===== config.mk =====
export PLATFORM = sky130hd
export DESIGN_NAME = sync_split_fifo
export DESIGN_NICKNAME = d
export VERILOG_FILES = /design/src/rtl/sync_split_fifo.sv
export SDC_FILE = /design/constraint.sdc
export NUM_CORES = 1
export LEC_CHECK = 0
export CORE_AREA = 2 2 99 101
export DETAILED_ROUTE_END_ITERATION = 10
export DIE_AREA = 0 0 101 103
export DONT_BUFFER_PORTS = 1
export GPL_TIMING_DRIVEN = 0
export PLACE_DENSITY_LB_ADDON = 0.12
export SLEW_MARGIN = 20
export SYNTH_ARGS = -nofsm -noshare
export SYNTH_HDL_FRONTEND = slang
export SYNTH_SLANG_ARGS = --single-unit
export TNS_END_PERCENT = 30

===== constraint.sdc =====
create_clock -name clk -period 3 [get_ports clk]
set_input_delay 0.9 -clock clk [delete_from_list [all_inputs] [get_ports clk]]
set_output_delay 0.9 -clock clk [all_outputs]
set_load 0.03 [all_outputs]

===== src/rtl/sync_split_fifo.sv =====
// Purpose : synchronous FIFO storing wide words, read out as narrow slices (DATA_WIDTH -> OUT_DATA_WIDTH).
// Latency : a written word is visible on the read side the cycle after the write; slice reads are combinational.
// Backpressure: wr_ready_o low while full (writes dropped); rd_ready_o low while empty (reads ignored).
//
// Ports:
//   clk, rst_n                 clock, asynchronous active-low reset
//   data_i, wr_valid_i         wide write word and write request; wr_ready_o = space for one word
//   data_o, rd_valid_i         current narrow slice and consumer take; rd_ready_o = data_o valid
//   rd_last_o                  current slice is the final slice of its wide word
//   empty_o, full_o, counter   occupancy flags and stored word count (partially read head included)
//
// Build option: define SYNC_SPLIT_FIFO_MSB_FIRST_EN to emit slices most-significant first.
// Handshake and timing are the same in both orderings.
module sync_split_fifo #(
    parameter  int DATA_WIDTH     = 32,
    parameter  int OUT_DATA_WIDTH = 8,
    parameter  int FIFO_DEPTH     = 4,
    localparam int ADDR_WIDTH     = $clog2(FIFO_DEPTH)
) (
    input  logic                      clk,
    input  logic                      rst_n,
    input  logic [DATA_WIDTH-1:0]     data_i,
    input  logic                      wr_valid_i,
    output logic                      wr_ready_o,
    output logic [OUT_DATA_WIDTH-1:0] data_o,
    input  logic                      rd_valid_i,
    output logic                      rd_ready_o,
    output logic                      rd_last_o,
    output logic                      empty_o,
    output logic                      full_o,
    output logic [ADDR_WIDTH:0]       counter
);

    localparam int CAT_NUM = DATA_WIDTH / OUT_DATA_WIDTH;
    localparam int SLC_W   = (CAT_NUM > 1) ? $clog2(CAT_NUM) : 1;
    localparam logic [SLC_W-1:0] SLC_LAST = SLC_W'(CAT_NUM - 1);

    // Pointer arithmetic and slice selection both rely on power-of-two sizes.
    if (CAT_NUM < 2 || (CAT_NUM & (CAT_NUM - 1)) != 0 ||
        CAT_NUM * OUT_DATA_WIDTH != DATA_WIDTH ||
        FIFO_DEPTH < 2 || (FIFO_DEPTH & (FIFO_DEPTH - 1)) != 0) begin : g_bad_cfg
        $error("sync_split_fifo: CAT_NUM and FIFO_DEPTH must be powers of two >= 2");
    end

    logic [DATA_WIDTH-1:0] mem_q [FIFO_DEPTH];

    // Pointers carry one extra wrap bit so full and empty are distinguishable.
    logic [ADDR_WIDTH:0] wr_ptr_q, wr_ptr_d;
    logic [ADDR_WIDTH:0] rd_ptr_q, rd_ptr_d;
    logic [SLC_W-1:0]    slc_cnt_q, slc_cnt_d;

    logic wr_hsk;
    logic rd_hsk;
    logic slc_last;

    assign empty_o    = (wr_ptr_q == rd_ptr_q);
    assign full_o     = ((wr_ptr_q ^ rd_ptr_q) == {1'b1, {ADDR_WIDTH{1'b0}}});
    assign counter    = wr_ptr_q - rd_ptr_q;
    assign wr_ready_o = ~full_o;
    assign rd_ready_o = ~empty_o;

    // wr_ready_o comes from the registered state, so a write into a full
    // FIFO is refused even if the head word retires in the same cycle.
    assign wr_hsk    = wr_valid_i & wr_ready_o;
    assign rd_hsk    = rd_valid_i & rd_ready_o;
    assign slc_last  = (slc_cnt_q == SLC_LAST);
    assign rd_last_o = rd_ready_o & slc_last;

    always_comb begin
        wr_ptr_d  = wr_ptr_q;
        rd_ptr_d  = rd_ptr_q;
        slc_cnt_d = slc_cnt_q;
        if (wr_hsk) begin
            wr_ptr_d = wr_ptr_q + (ADDR_WIDTH + 1)'(1);
        end
        if (rd_hsk) begin
            // slc_cnt wraps to 0 naturally on the last slice (power-of-two CAT_NUM).
            slc_cnt_d = slc_cnt_q + SLC_W'(1);
            if (slc_last) begin
                rd_ptr_d = rd_ptr_q + (ADDR_WIDTH + 1)'(1);
            end
        end
    end

    always_ff @(posedge clk or negedge rst_n) begin
        if (!rst_n) begin
            wr_ptr_q  <= '0;
            rd_ptr_q  <= '0;
            slc_cnt_q <= '0;
        end else begin
            wr_ptr_q  <= wr_ptr_d;
            rd_ptr_q  <= rd_ptr_d;
            slc_cnt_q <= slc_cnt_d;
        end
    end

    // Storage is not reset; contents only matter once the pointers say so.
    always_ff @(posedge clk) begin
        if (wr_hsk) begin
            mem_q[wr_ptr_q[ADDR_WIDTH-1:0]] <= data_i;
        end
    end

    logic [SLC_W-1:0]      slc_sel;
    logic [DATA_WIDTH-1:0] head_word;

`ifdef SYNC_SPLIT_FIFO_MSB_FIRST_EN
    assign slc_sel = SLC_LAST - slc_cnt_q;
`else
    assign slc_sel = slc_cnt_q;
`endif

    assign head_word = mem_q[rd_ptr_q[ADDR_WIDTH-1:0]];

    always_comb begin
        data_o = head_word[OUT_DATA_WIDTH-1:0];
        for (int i = 0; i < CAT_NUM; i++) begin
            if (slc_sel == SLC_W'(i)) begin
                data_o = head_word[i*OUT_DATA_WIDTH +: OUT_DATA_WIDTH];
            end
        end
    end

endmodule


==> results.cfg <==
[synth]
synth-async-reset-ratio = 0.0588
syn_nets = 298
synth_seq_cells = 136
yosys.cell_types.count = 32
ys_seq_area_frac = 0.737
netlist_instances = 251
synth_edf_count = 128
yosysWarnings = 0
syn_area_per_cell_sq_um = 21.9
ys.flop_type = edfxtp_1
netlist_area_sq_um = 5490

[cts]
htree_levels = 4
root_buffer = clkbuf_8
clock_latency_ns = 0.52
cts_tree = yes
ctsHoldBuffers = 0
cts_buffers = 17
clkSlewWorstSetupHoldPaths_ns = 0.06
clock_sinks = 136
cts_buffer_depth = 2

[worst_setup_path]
cp-end-kind = output pin
slowest_stage = dfrtp_1
path_class = reg2out
r2r_start = rd_ptr_q[0]
path_buf_inv = 2
cp-start-kind = flop
crit_path_max_incr_delay_ns = 0.41
worstSetupStartpoint = slc_cnt_q[1]
cp_top_family = multiplexers
cp_cell_sequence = inv_1 -> ha_2 -> buf_6 -> mux4_2 -> mux2i_4 -> o21ai_4
required_ns = 2.10
cp_max_fo = 10
cp.arrival_ns = 2.23

[floorplanning]
die_area_sq_um = 10400
rows = 36
ioPinCount = 52
die_w_um = 101
die_y_um = 103
initial_core_util = 0.580
core_sq_um = 9460

[detailed_routing]
final_antenna_net_count = 0
topRoutingLayerUsed = met4
firstDrtPassIters = 4
drt_iter0_markers = 155
routed_wl_um = 9890
via_count = 2474
via_per_inst = 6.06
wl_met1_um = 4230
wire_per_inst_um = 24.2
drc = 0
route.met3.wl_um = 587
wl_met2_um = 4980

[finish]
num-fill-cells = 564
area_delta_synth_final_pct = 22.2
final_cell_area_sq_um = 6700
final-instance-count-excl-fill = 408
num_antenna_cells = 0
drive_above_1_share = 0.364
fin_nets = 329

[sta]
rsz0062_at_grt = true
setup_viol = 10
tightest_slew_ns = 0.775
clock_skew_ns = 0.00576
finalHoldViolCount = 0
fin_crit_sh = 1.04
slew_viol_final = 0
maxSlewHeadroom = 0.483
min_period_ns = 3.13
max_freq_mhz = 319
setup_ws_ns = -0.134

[global_route]
first_global_vias = 2535
grt.total_usage = 0.202
antenna_found_initial = 0
grt_max_degree = 33
grt_overflow = 0
grt_pass1_wl_um = 14500

[placed_design]
detailedPlace.worstSlack_ns = -0.295
port_buffers = 0
place_hpwl_um = 6090
place_inst = 368
place_area_sq_um = 5710
routabilityCongestion = 0.711

[power_and_ir_drop]
p_per_area_nw_per_um2 = 1240
peakVddDrop_mv = 0.605
report.power.total_mw = 8.31
p_leak_nw = 2.27

[outcome]
violations = setup timing
outcome = complete, but fails checks

[flow_run]
cap_violations = 0

[min_path]
hold_class = in2async
[what timing repair did]
action / 4_1_cts / 5_1_grt
resized for setup: 50 / 16
gates cloned: 0 / 1
endpoints found under the setup margin: 14 / 11
hold endpoints to repair: 0 / 0
pin swaps: 3 / 3
buffers inserted: 6 / 2
[sequential cells by signal (all words and copies together), names as in the netlist]
name / flops
slc_cnt_q: 2
rd_ptr_q: 3
mem_q: 128
wr_ptr_q: 3
[where the power goes]
group / switching (mW) / internal, mW
sequential: 0.144 / 2.58
clock: 0.747 / 1.42
combinational: 2.00 / 1.42
total: 2.89 / 5.42
[final cells by class]
class | instances | area, sq um | area share
plain buffers | 9 | 128 | 0.0190
clock buffers | 18 | 418 | 0.0624
clock inverters | 13 | 203 | 0.0302
inverters | 11 | 47.5 | 0.00709
multi-input cells | 95 | 1540 | 0.230
flip-flops and latches | 136 | 4040 | 0.603
well taps | 114 | 143 | 0.0213
repair buffers | 12 | 180 | 0.0269
[cells in the final DEF, fill, tap and decap left out, types with 3 or more instances in the layout]
cell	instances
inv_1	7
clkinvlp_4	4
nor2_4	5
o21ai_4	5
o22ai_2	3
dfrtp_1	8
buf_4	7
buf_16	3
a22oi_2	5
ha_1	8
xnor2_1	5
buf_12	5
clkbuf_16	17
o22ai_1	3
bufinv_16	5
edfxtp_1	128
and2_2	3
mux4_2	17
mux4_1	15
mux2i_4	3
[path summary, 6_finish.rpt]
path,to,slack (ns),depth (start not counted)
setup / recovery,data_o[2],-0.13,6
hold / removal,rd_ptr_q[2],0.07,0
setup reg to reg,mem_q[1][31],0.43,7
hold reg to reg,slc_cnt_q[0],0.57,1
max in group asynchronous,slc_cnt_q[1],2.86,0
min in group clk,mem_q[3][0],0.47,0
[metal layers]
metal / track usage / vias up
met2: 0.304 / 63
met5: 0 / -
met1: 0.273 / 1298
met4: 0.0894 / 0
met3: 0.0685 / 8
li1: - / 1105
[cells in the mapped netlist, types with 2 or more instances]
master	n	area [sq um]
inv_1	11	41.3
mux4_1	20	526
dfrtp_1	8	200
edfxtp_1	128	3840
mux2_2	2	22.5
buf_2	4	20.0
o22ai_1	6	37.5
nor2_1	5	18.8
mux2i_1	6	60.1
xnor2_1	7	61.3
ha_1	10	125
buf_12	2	40.0
o211ai_1	2	15.0
a22oi_1	5	37.5
and2_1	3	18.8
mux4_2	12	270
o21ai_1	5	25.0
[cell families (layout without fill, tap and decap cells)]
kind of cell / after synthesis / count (layout) / synth area share
AOI/OAI and AO/OA: 21 / 21 / 0.0249
DFF: 136 / 136 / 0.737
xor gates and xnor gates: 8 / 8 / 0.0128
and+or+nand+nor: 15 / 15 / 0.0146
buffers and inverters: 20 / 63 / 0.0239
muxes: 40 / 40 / 0.160
adders and majority gates: 11 / 11 / 0.0265
[metrics by stage]
stage | hold slack (ns) | utilization | setup TNS, ns
6_report | 0.0711 | 0.708 | -0.903
5_1_grt | 0.0487 | 0.708 | -1.69
4_1_cts | 0.0482 | 0.696 | -1.03
3_5_place_dp | 0.537 | 0.604 | -0.505
3_3_place_gp | 0.519 | 0.595 | -62.81
2_1_floorplan | 0.498 | - | 0
(Power assumes the default switching activity.)
